==> src/rtl/sccb_master_ctrl.sv <==
// SCCB master sequencer: one 3-phase write, or a 2-phase write followed by a
// 2-phase read, per accepted request, timed from the divider's sccb_clk/mid_pulse.
module sccb_master_ctrl #(
  parameter int unsigned GAP_PERIODS = 1
) (
  input  logic       clk,
  input  logic       resetn,
  input  logic       sccb_clk,
  input  logic       mid_pulse,
  input  logic       start,
  input  logic       rd,
  input  logic [6:0] id,
  input  logic [7:0] addr,
  input  logic [7:0] wdata,
  output logic       sio_c,
  output logic       sio_d_out,
  output logic       sio_d_oe,
  input  logic       sio_d_in,
  output logic       busy,
  output logic       done,
  output logic [7:0] rdata,
  output logic       ack_err
);

  typedef enum logic [2:0] {
    S_IDLE, S_START_A, S_START_B, S_BITS, S_STOP_A, S_STOP_B, S_GAP
  } state_e;

  state_e      state_q, state_d;
  logic        sccb_clk_q;
  logic        sin_q1, sin_q2;
  logic        follow_q, follow_d;
  logic        sio_d_q, sio_d_d;
  logic        oe_q, oe_d;
  logic        busy_q, busy_d;
  logic        done_q, done_d;
  logic        ack_err_q, ack_err_d;
  logic [7:0]  rdata_q, rdata_d;
  logic [7:0]  shift_q, shift_d;
  logic [6:0]  id_q, id_d;
  logic [7:0]  addr_q, addr_d;
  logic [7:0]  wdata_q, wdata_d;
  logic        rd_q, rd_d;
  logic        second_q, second_d;
  logic [1:0]  ph_q, ph_d;
  logic [3:0]  cnt_q, cnt_d;
  logic [15:0] gap_q, gap_d;

  logic        rise;
  logic [1:0]  ph_nxt, last_ph;
  logic [7:0]  byte_cur, byte_nxt;
  logic        rdph_cur, rdph_nxt;

  // Returns {oe, d} for bit position cnt (0 = MSB, 8 = ACK/NA slot).
  function automatic logic [1:0] bit_drive(input logic rd_ph, input logic [7:0] byte_v,
                                           input logic [3:0] cnt);
    logic [7:0] sh;
    sh = byte_v << cnt[2:0];
    if (cnt == 4'd8) return rd_ph ? 2'b11 : 2'b01;
    else             return rd_ph ? 2'b01 : {1'b1, sh[7]};
  endfunction

  assign rise     = sccb_clk & ~sccb_clk_q;
  assign ph_nxt   = ph_q + 2'd1;
  assign last_ph  = rd_q ? 2'd1 : 2'd2;
  assign byte_cur = (ph_q == 2'd0) ? {id_q, second_q} : (ph_q == 2'd1) ? addr_q : wdata_q;
  assign byte_nxt = (ph_nxt == 2'd1) ? addr_q : wdata_q;
  assign rdph_cur = rd_q & second_q & (ph_q == 2'd1);
  assign rdph_nxt = rd_q & second_q & (ph_nxt == 2'd1);

  always_comb begin
    state_d   = state_q;
    follow_d  = follow_q;
    sio_d_d   = sio_d_q;
    oe_d      = oe_q;
    busy_d    = busy_q;
    done_d    = 1'b0;
    ack_err_d = ack_err_q;
    rdata_d   = rdata_q;
    shift_d   = shift_q;
    id_d      = id_q;
    addr_d    = addr_q;
    wdata_d   = wdata_q;
    rd_d      = rd_q;
    second_d  = second_q;
    ph_d      = ph_q;
    cnt_d     = cnt_q;
    gap_d     = gap_q;
    unique case (state_q)
      S_IDLE: begin
        follow_d = 1'b0;
        sio_d_d  = 1'b1;
        oe_d     = 1'b1;
        if (start) begin
          id_d      = id;
          addr_d    = addr;
          wdata_d   = wdata;
          rd_d      = rd;
          busy_d    = 1'b1;
          ack_err_d = 1'b0;
          second_d  = 1'b0;
          ph_d      = 2'd0;
          cnt_d     = 4'd0;
          state_d   = S_START_A;
        end
      end
      S_START_A: if (mid_pulse) begin
        sio_d_d = 1'b0;
        oe_d    = 1'b1;
        state_d = S_START_B;
      end
      S_START_B: if (mid_pulse) begin
        follow_d        = 1'b1;
        cnt_d           = 4'd0;
        {oe_d, sio_d_d} = bit_drive(rdph_cur, byte_cur, 4'd0);
        state_d         = S_BITS;
      end
      S_BITS: begin
        if (rise) begin
          if (cnt_q == 4'd8) begin
            if (!rdph_cur) ack_err_d = ack_err_q | sin_q2;
          end else if (rdph_cur) begin
            shift_d = {shift_q[6:0], sin_q2};
          end
        end
        if (mid_pulse) begin
          if (cnt_q == 4'd8) begin
            if (ph_q == last_ph) begin
              oe_d    = 1'b1;
              sio_d_d = 1'b0;
              state_d = S_STOP_A;
            end else begin
              ph_d            = ph_nxt;
              cnt_d           = 4'd0;
              {oe_d, sio_d_d} = bit_drive(rdph_nxt, byte_nxt, 4'd0);
            end
          end else begin
            cnt_d           = cnt_q + 4'd1;
            {oe_d, sio_d_d} = bit_drive(rdph_cur, byte_cur, cnt_q + 4'd1);
          end
        end
      end
      S_STOP_A: if (rise) begin
        follow_d = 1'b0;
        state_d  = S_STOP_B;
      end
      S_STOP_B: if (mid_pulse) begin
        sio_d_d = 1'b1;
        if (rd_q && !second_q) begin
          second_d = 1'b1;
          gap_d    = '0;
          state_d  = S_GAP;
        end else begin
          done_d  = 1'b1;
          busy_d  = 1'b0;
          if (rd_q) rdata_d = shift_q;
          state_d = S_IDLE;
        end
      end
      S_GAP: if (mid_pulse) begin
        if (32'(gap_q) + 32'd1 >= GAP_PERIODS) begin
          ph_d    = 2'd0;
          cnt_d   = 4'd0;
          state_d = S_START_A;
        end else begin
          gap_d = gap_q + 16'd1;
        end
      end
      default: state_d = S_IDLE;
    endcase
  end

  always_ff @(posedge clk or negedge resetn) begin
    if (!resetn) begin
      state_q    <= S_IDLE;
      sccb_clk_q <= 1'b0;
      sin_q1     <= 1'b1;
      sin_q2     <= 1'b1;
      follow_q   <= 1'b0;
      sio_d_q    <= 1'b1;
      oe_q       <= 1'b1;
      busy_q     <= 1'b0;
      done_q     <= 1'b0;
      ack_err_q  <= 1'b0;
      rdata_q    <= '0;
      shift_q    <= '0;
      id_q       <= '0;
      addr_q     <= '0;
      wdata_q    <= '0;
      rd_q       <= 1'b0;
      second_q   <= 1'b0;
      ph_q       <= '0;
      cnt_q      <= '0;
      gap_q      <= '0;
    end else begin
      state_q    <= state_d;
      sccb_clk_q <= sccb_clk;
      sin_q1     <= sio_d_in;
      sin_q2     <= sin_q1;
      follow_q   <= follow_d;
      sio_d_q    <= sio_d_d;
      oe_q       <= oe_d;
      busy_q     <= busy_d;
      done_q     <= done_d;
      ack_err_q  <= ack_err_d;
      rdata_q    <= rdata_d;
      shift_q    <= shift_d;
      id_q       <= id_d;
      addr_q     <= addr_d;
      wdata_q    <= wdata_d;
      rd_q       <= rd_d;
      second_q   <= second_d;
      ph_q       <= ph_d;
      cnt_q      <= cnt_d;
      gap_q      <= gap_d;
    end
  end

  // SIO_C tracks the divider clock only between the start and stop conditions.
  assign sio_c     = follow_q ? sccb_clk : 1'b1;
  assign sio_d_out = sio_d_q;
  assign sio_d_oe  = oe_q;
  assign busy      = busy_q;
  assign done      = done_q;
  assign rdata     = rdata_q;
  assign ack_err   = ack_err_q;

endmodule

==> config.mk <==
export PLATFORM = sky130hd
export DESIGN_NAME = sccb_master_ctrl
export DESIGN_NICKNAME = d
export VERILOG_FILES = /design/src/rtl/sccb_master_ctrl.sv
export SDC_FILE = /design/constraint.sdc
export NUM_CORES = 1
export LEC_CHECK = 0
export CAP_MARGIN = 0
export CORE_MARGIN = 2
export CORE_UTILIZATION = 40
export DETAILED_ROUTE_END_ITERATION = 8
export PLACE_DENSITY = 0.59
export RECOVER_POWER = 50
export SYNTH_ARGS = -nofsm -noshare
export SYNTH_HDL_FRONTEND = slang
export SYNTH_SLANG_ARGS = --single-unit
==> constraint.sdc <==
create_clock -name clk -period 3.06 [get_ports clk]
set_clock_uncertainty 0.05 [all_clocks]
set_input_delay 0.459 -clock clk [delete_from_list [all_inputs] [get_ports clk]]
set_output_delay 0.459 -clock clk [all_outputs]
set_load 0.02 [all_outputs]
==> qor.tcl <==
set qor(worstPathBufferInverterCount) 1
set qor(timing.setup.critical_path_class) {flip-flop to flip-flop}
set qor(critPathCaptureType) {flip-flop}
set qor(detail_route.first_pass.iterations) 4
set qor(r2r_slack_ns) 0.32
set qor(xor_xnor_fraction_of_synth_area_pct) 0.926
set qor(synth_top_family_by_area) {simple AND/OR/NAND/NOR gates}
set qor(drc) 0
set qor(dieHeight_um) 101
set qor(grt_overflow_total) 0
set qor(clk_transition_reported_paths_ns) 0.08
set qor(syn_avg_cell_area_sq_um) 9.85
set qor(yosys-top-cells-area) {dfrtp_1 47%, nand2_1 9.2%, mux2_2 6.0%}
set qor(setup_failing_eps_final) 0
set qor(power.share.clock_pct) 26.8
set qor(grt_util_all_layers_pct) 17.6
set qor(post_synth_num_cell_types) 59
set qor(number_of_standard_cells_after_synthesis) 384
set qor(cp.arrival_ns) 2.96
set qor(layout.nets) 461
set qor(hold_class) {flip-flop to flip-flop}
set qor(layout.filler_cells) 886
set qor(place.gp.congestion) 0.803
set qor(static-leakage-power_uw) 0.00208
set qor(synthSimpleGateAreaFrac_pct) 24.7
set qor(ctsHoldBuffers) 0
set qor(number_of_placed_instances_with_taps_included) 525
set qor(synth_edf_count) 0
set qor(synth.ff_latch_count) 75
set qor(yosysTopAreaCell) {dfrtp_1}
set qor(worstPathMaxFanout) 11
set qor(num_antenna_cells) 0
set qor(postCtsSetupBuffers) 0
set qor(routedWlPerCell_um) 15.0
set qor(syn_nets) 420
set qor(final-hold-violation-count) 0
set qor(crit_path_max_incr_delay_ns) 0.54
set qor(finalNonFillerCells) 541
set qor(crit_path_max_delay_cell_type) {dfrtp_1}
set qor(postSynth.asyncResetShare_pct) 100
set qor(detail_route.vias_per_cell) 5.36
set qor(clkLatencyLatePin_ns) 0.35
set qor(vias_post_dr) 2902
set qor(detail_route.wirelength_um) 8120
set qor(crit_path_start_kind) {flip-flop}
set qor(grt_max_degree) 76
set qor(max_clock_freq_mhz) 365
set qor(synth-compound-area-share_pct) 9.59
set qor(cts_tree) {built}
set qor(numCtsBuffers) 9
set qor(power.density_nw_per_um2) 769
set qor(critical_path.reg2reg.startpoint) {cnt_q[0]}
set qor(area_growth_syn_to_layout_pct) 20.4
set qor(final_antenna_net_count) 0
set qor(fraction_of_the_yosys_area_taken_by_sequential_cells_pct) 49.8
set qor(design_power_total_uw) 3500
set qor(grt_setup_unrepaired) {false}
set qor(cp-startpoint) {cnt_q[0]}
set qor(cts.root.buffer_cell) {clkbuf_8}
set qor(power.ir.vdd_worst_mv) 0.408
set qor(post_synth_fa_ha_maj_area_fraction_pct) 1.98
set qor(netSwitchingPower_uw) 1190
set qor(cell_internal_pwr_uw) 2310
set qor(floorplan.die.width_um) 101
set qor(worstMarginPinSlew_ns) 1.87
set qor(grt_pass1_vias) 2939
set qor(fin_crit_sh_pct) 89.5
set qor(worst_setup_path_endpoint) {ph_q[1]}
set qor(ctsResizeCount) 0
set qor(crit_chain) {inv_1 > ha_1 > nand2_1 > or2_1 > o31a_1 > a2111oi_1 > a21oi_1 > a211oi_1 > mux2i_1}
set qor(cap_violations) 1
set qor(outcome) {complete, but fails checks}
set qor(power_frac_comb_pct) 33.4
set qor(start_util_pct) 41.1
set qor(net_switching_fraction_of_the_power_pct) 34.0
set qor(ports) 44
set qor(cp.required_ns) 3.28
set qor(cp_num_cells) 9
set qor(grt_pass1_wl_um) 14300
set qor(clk_buf_depth) 2
set qor(cts_max_level) 3
set qor(final-max-slew-violation-count) 76
set qor(power.sequential.fraction_pct) 39.8
set qor(period_minus_slack_ns) 2.74
set qor(synth.cells.most_frequent) {93 x nand2_1, 71 x dfrtp_1, 20 x mux2_2, 17 x and2_1, 17 x nor2_1}
set qor(die_area_sq_um) 10200
set qor(detailedPlacementHpwl_um) 5660
set qor(timing.max_slew.rel_slack_pct) -24.9
set qor(cpLargestDelayFamily) {compound AO/OA/AOI/OAI gates}
set qor(port-buffer-count) 43
set qor(fraction_of_final_layout_cells_with_drive_strength_greater_than_1_pct) 13.3
set qor(floorplan.rows) 35
set qor(synth.area.mux_share_pct) 9.69
set qor(synthesis.area_sq_um) 3780
set qor(grt_antenna_before_repair) 0
set qor(cts.sink_count) 75
set qor(synth_top_cell_area_share_pct) 47.0
set qor(yosys_warnings) 0
set qor(detail_route.iter0.violations) 136
set qor(synthMostInstantiatedCell) {nand2_1}
set qor(rr_endpoint) {ph_q[1]}
set qor(core_area_sq_um) 9200
set qor(reg2reg_depth) 9
set qor(synth_flop_cell) {dfrtp_1}
set qor(fin_setup_tns_ns) 0
set qor(violations) {capacitance limit, slew limit}
## metal layers
metal / vias up / wire [um] / track usage (%)
met3: 8 / 393 / 5.11
met5: - / 0 / 0
met1: 1408 / 3980 / 25.2
li1: 1418 / - / -
met4: 0 / 78 / 4.89
met2: 68 / 3670 / 26.4
## layout by cell type, fill, tap and decap left out, types with 6 or more instances in the layout
| cell | Yosys | layout |
|---|---|---|
| and2_1 | 17 | 17 |
| nor2_1 | 17 | 17 |
| dfrtp_1 | 71 | 71 |
| ha_1 | 6 | 6 |
| mux2_2 | 20 | 20 |
| clkdlybuf4s50_1 | 0 | 40 |
| nand3_1 | 10 | 10 |
| nand2_1 | 93 | 93 |
| clkbuf_8 | 0 | 10 |
| nand2b_1 | 8 | 8 |
| o21ai_0 | 12 | 12 |
| inv_1 | 11 | 11 |
| a21oi_1 | 10 | 10 |
| nor3_1 | 8 | 8 |
## power groups by stage
stage,Combinational (uW),Sequential [uW],Clock [uW]
after floorplan,906,1320,0
after global placement,1160,1410,0
after detailed placement,1180,1410,0
after CTS,1190,1400,962
after global routing,1340,1430,1010
final,1170,1390,939
## how the worst min path moves through the flow
stage	slack, ns	end	cells after the start	startpoint
floorplan	0.11	ack_err	0	resetn
global placement	0.30	sin_q2	0	sin_q1
detailed placement	0.30	sin_q2	0	sin_q1
CTS	0.24	addr_q[4]	1	resetn
global route	0.32	sin_q2	0	sin_q1
finish	0.31	sin_q2	0	sin_q1
## flip-flops by register name (all words and copies together), names as in the netlist, 2 cells and up
name and cells:
addr_q 8, wdata_q 8, ph_q 2, cnt_q 4
gap_q 16, shift_q 8, id_q 7, state_q 3
rdata 8
## cell families (layout without fill, tap and decap cells)
| family | after synthesis | in the layout |
|---|---|---|
| buffers and inverters | 30 | 76 |
| adders and majority gates | 6 | 6 |
| DFF | 75 | 75 |
| xor gates and xnor gates | 4 | 4 |
| AOI/OAI and AO/OA | 54 | 54 |
| and+or+nand+nor | 186 | 186 |
| muxes | 29 | 29 |
## cell type report
cell class / count / area (sq um) / share of cell area, %
flip-flops and latches: 75 / 1880 / 41.3
multi-input cells: 279 / 1780 / 39.1
repair buffers: 49 / 463 / 10.2
well taps: 111 / 139 / 3.05
clock buffers: 10 / 138 / 3.02
clock inverters: 6 / 111 / 2.44
inverters: 11 / 41.3 / 0.906
## through the flow
stage          util (%)  setup slack, ns  hold WS [ns]  cell area (sq um)
3_5_place_dp       46.9            0.320         0.301               4320
3_3_place_gp       46.9            0.410         0.295               4320
2_1_floorplan         -            0.556         0.113               3780
4_1_cts            49.6            0.313         0.237               4570
5_1_grt            49.5            0.118         0.317               4560
6_report           49.5            0.320         0.310               4560
(Power assumes the default switching activity.)
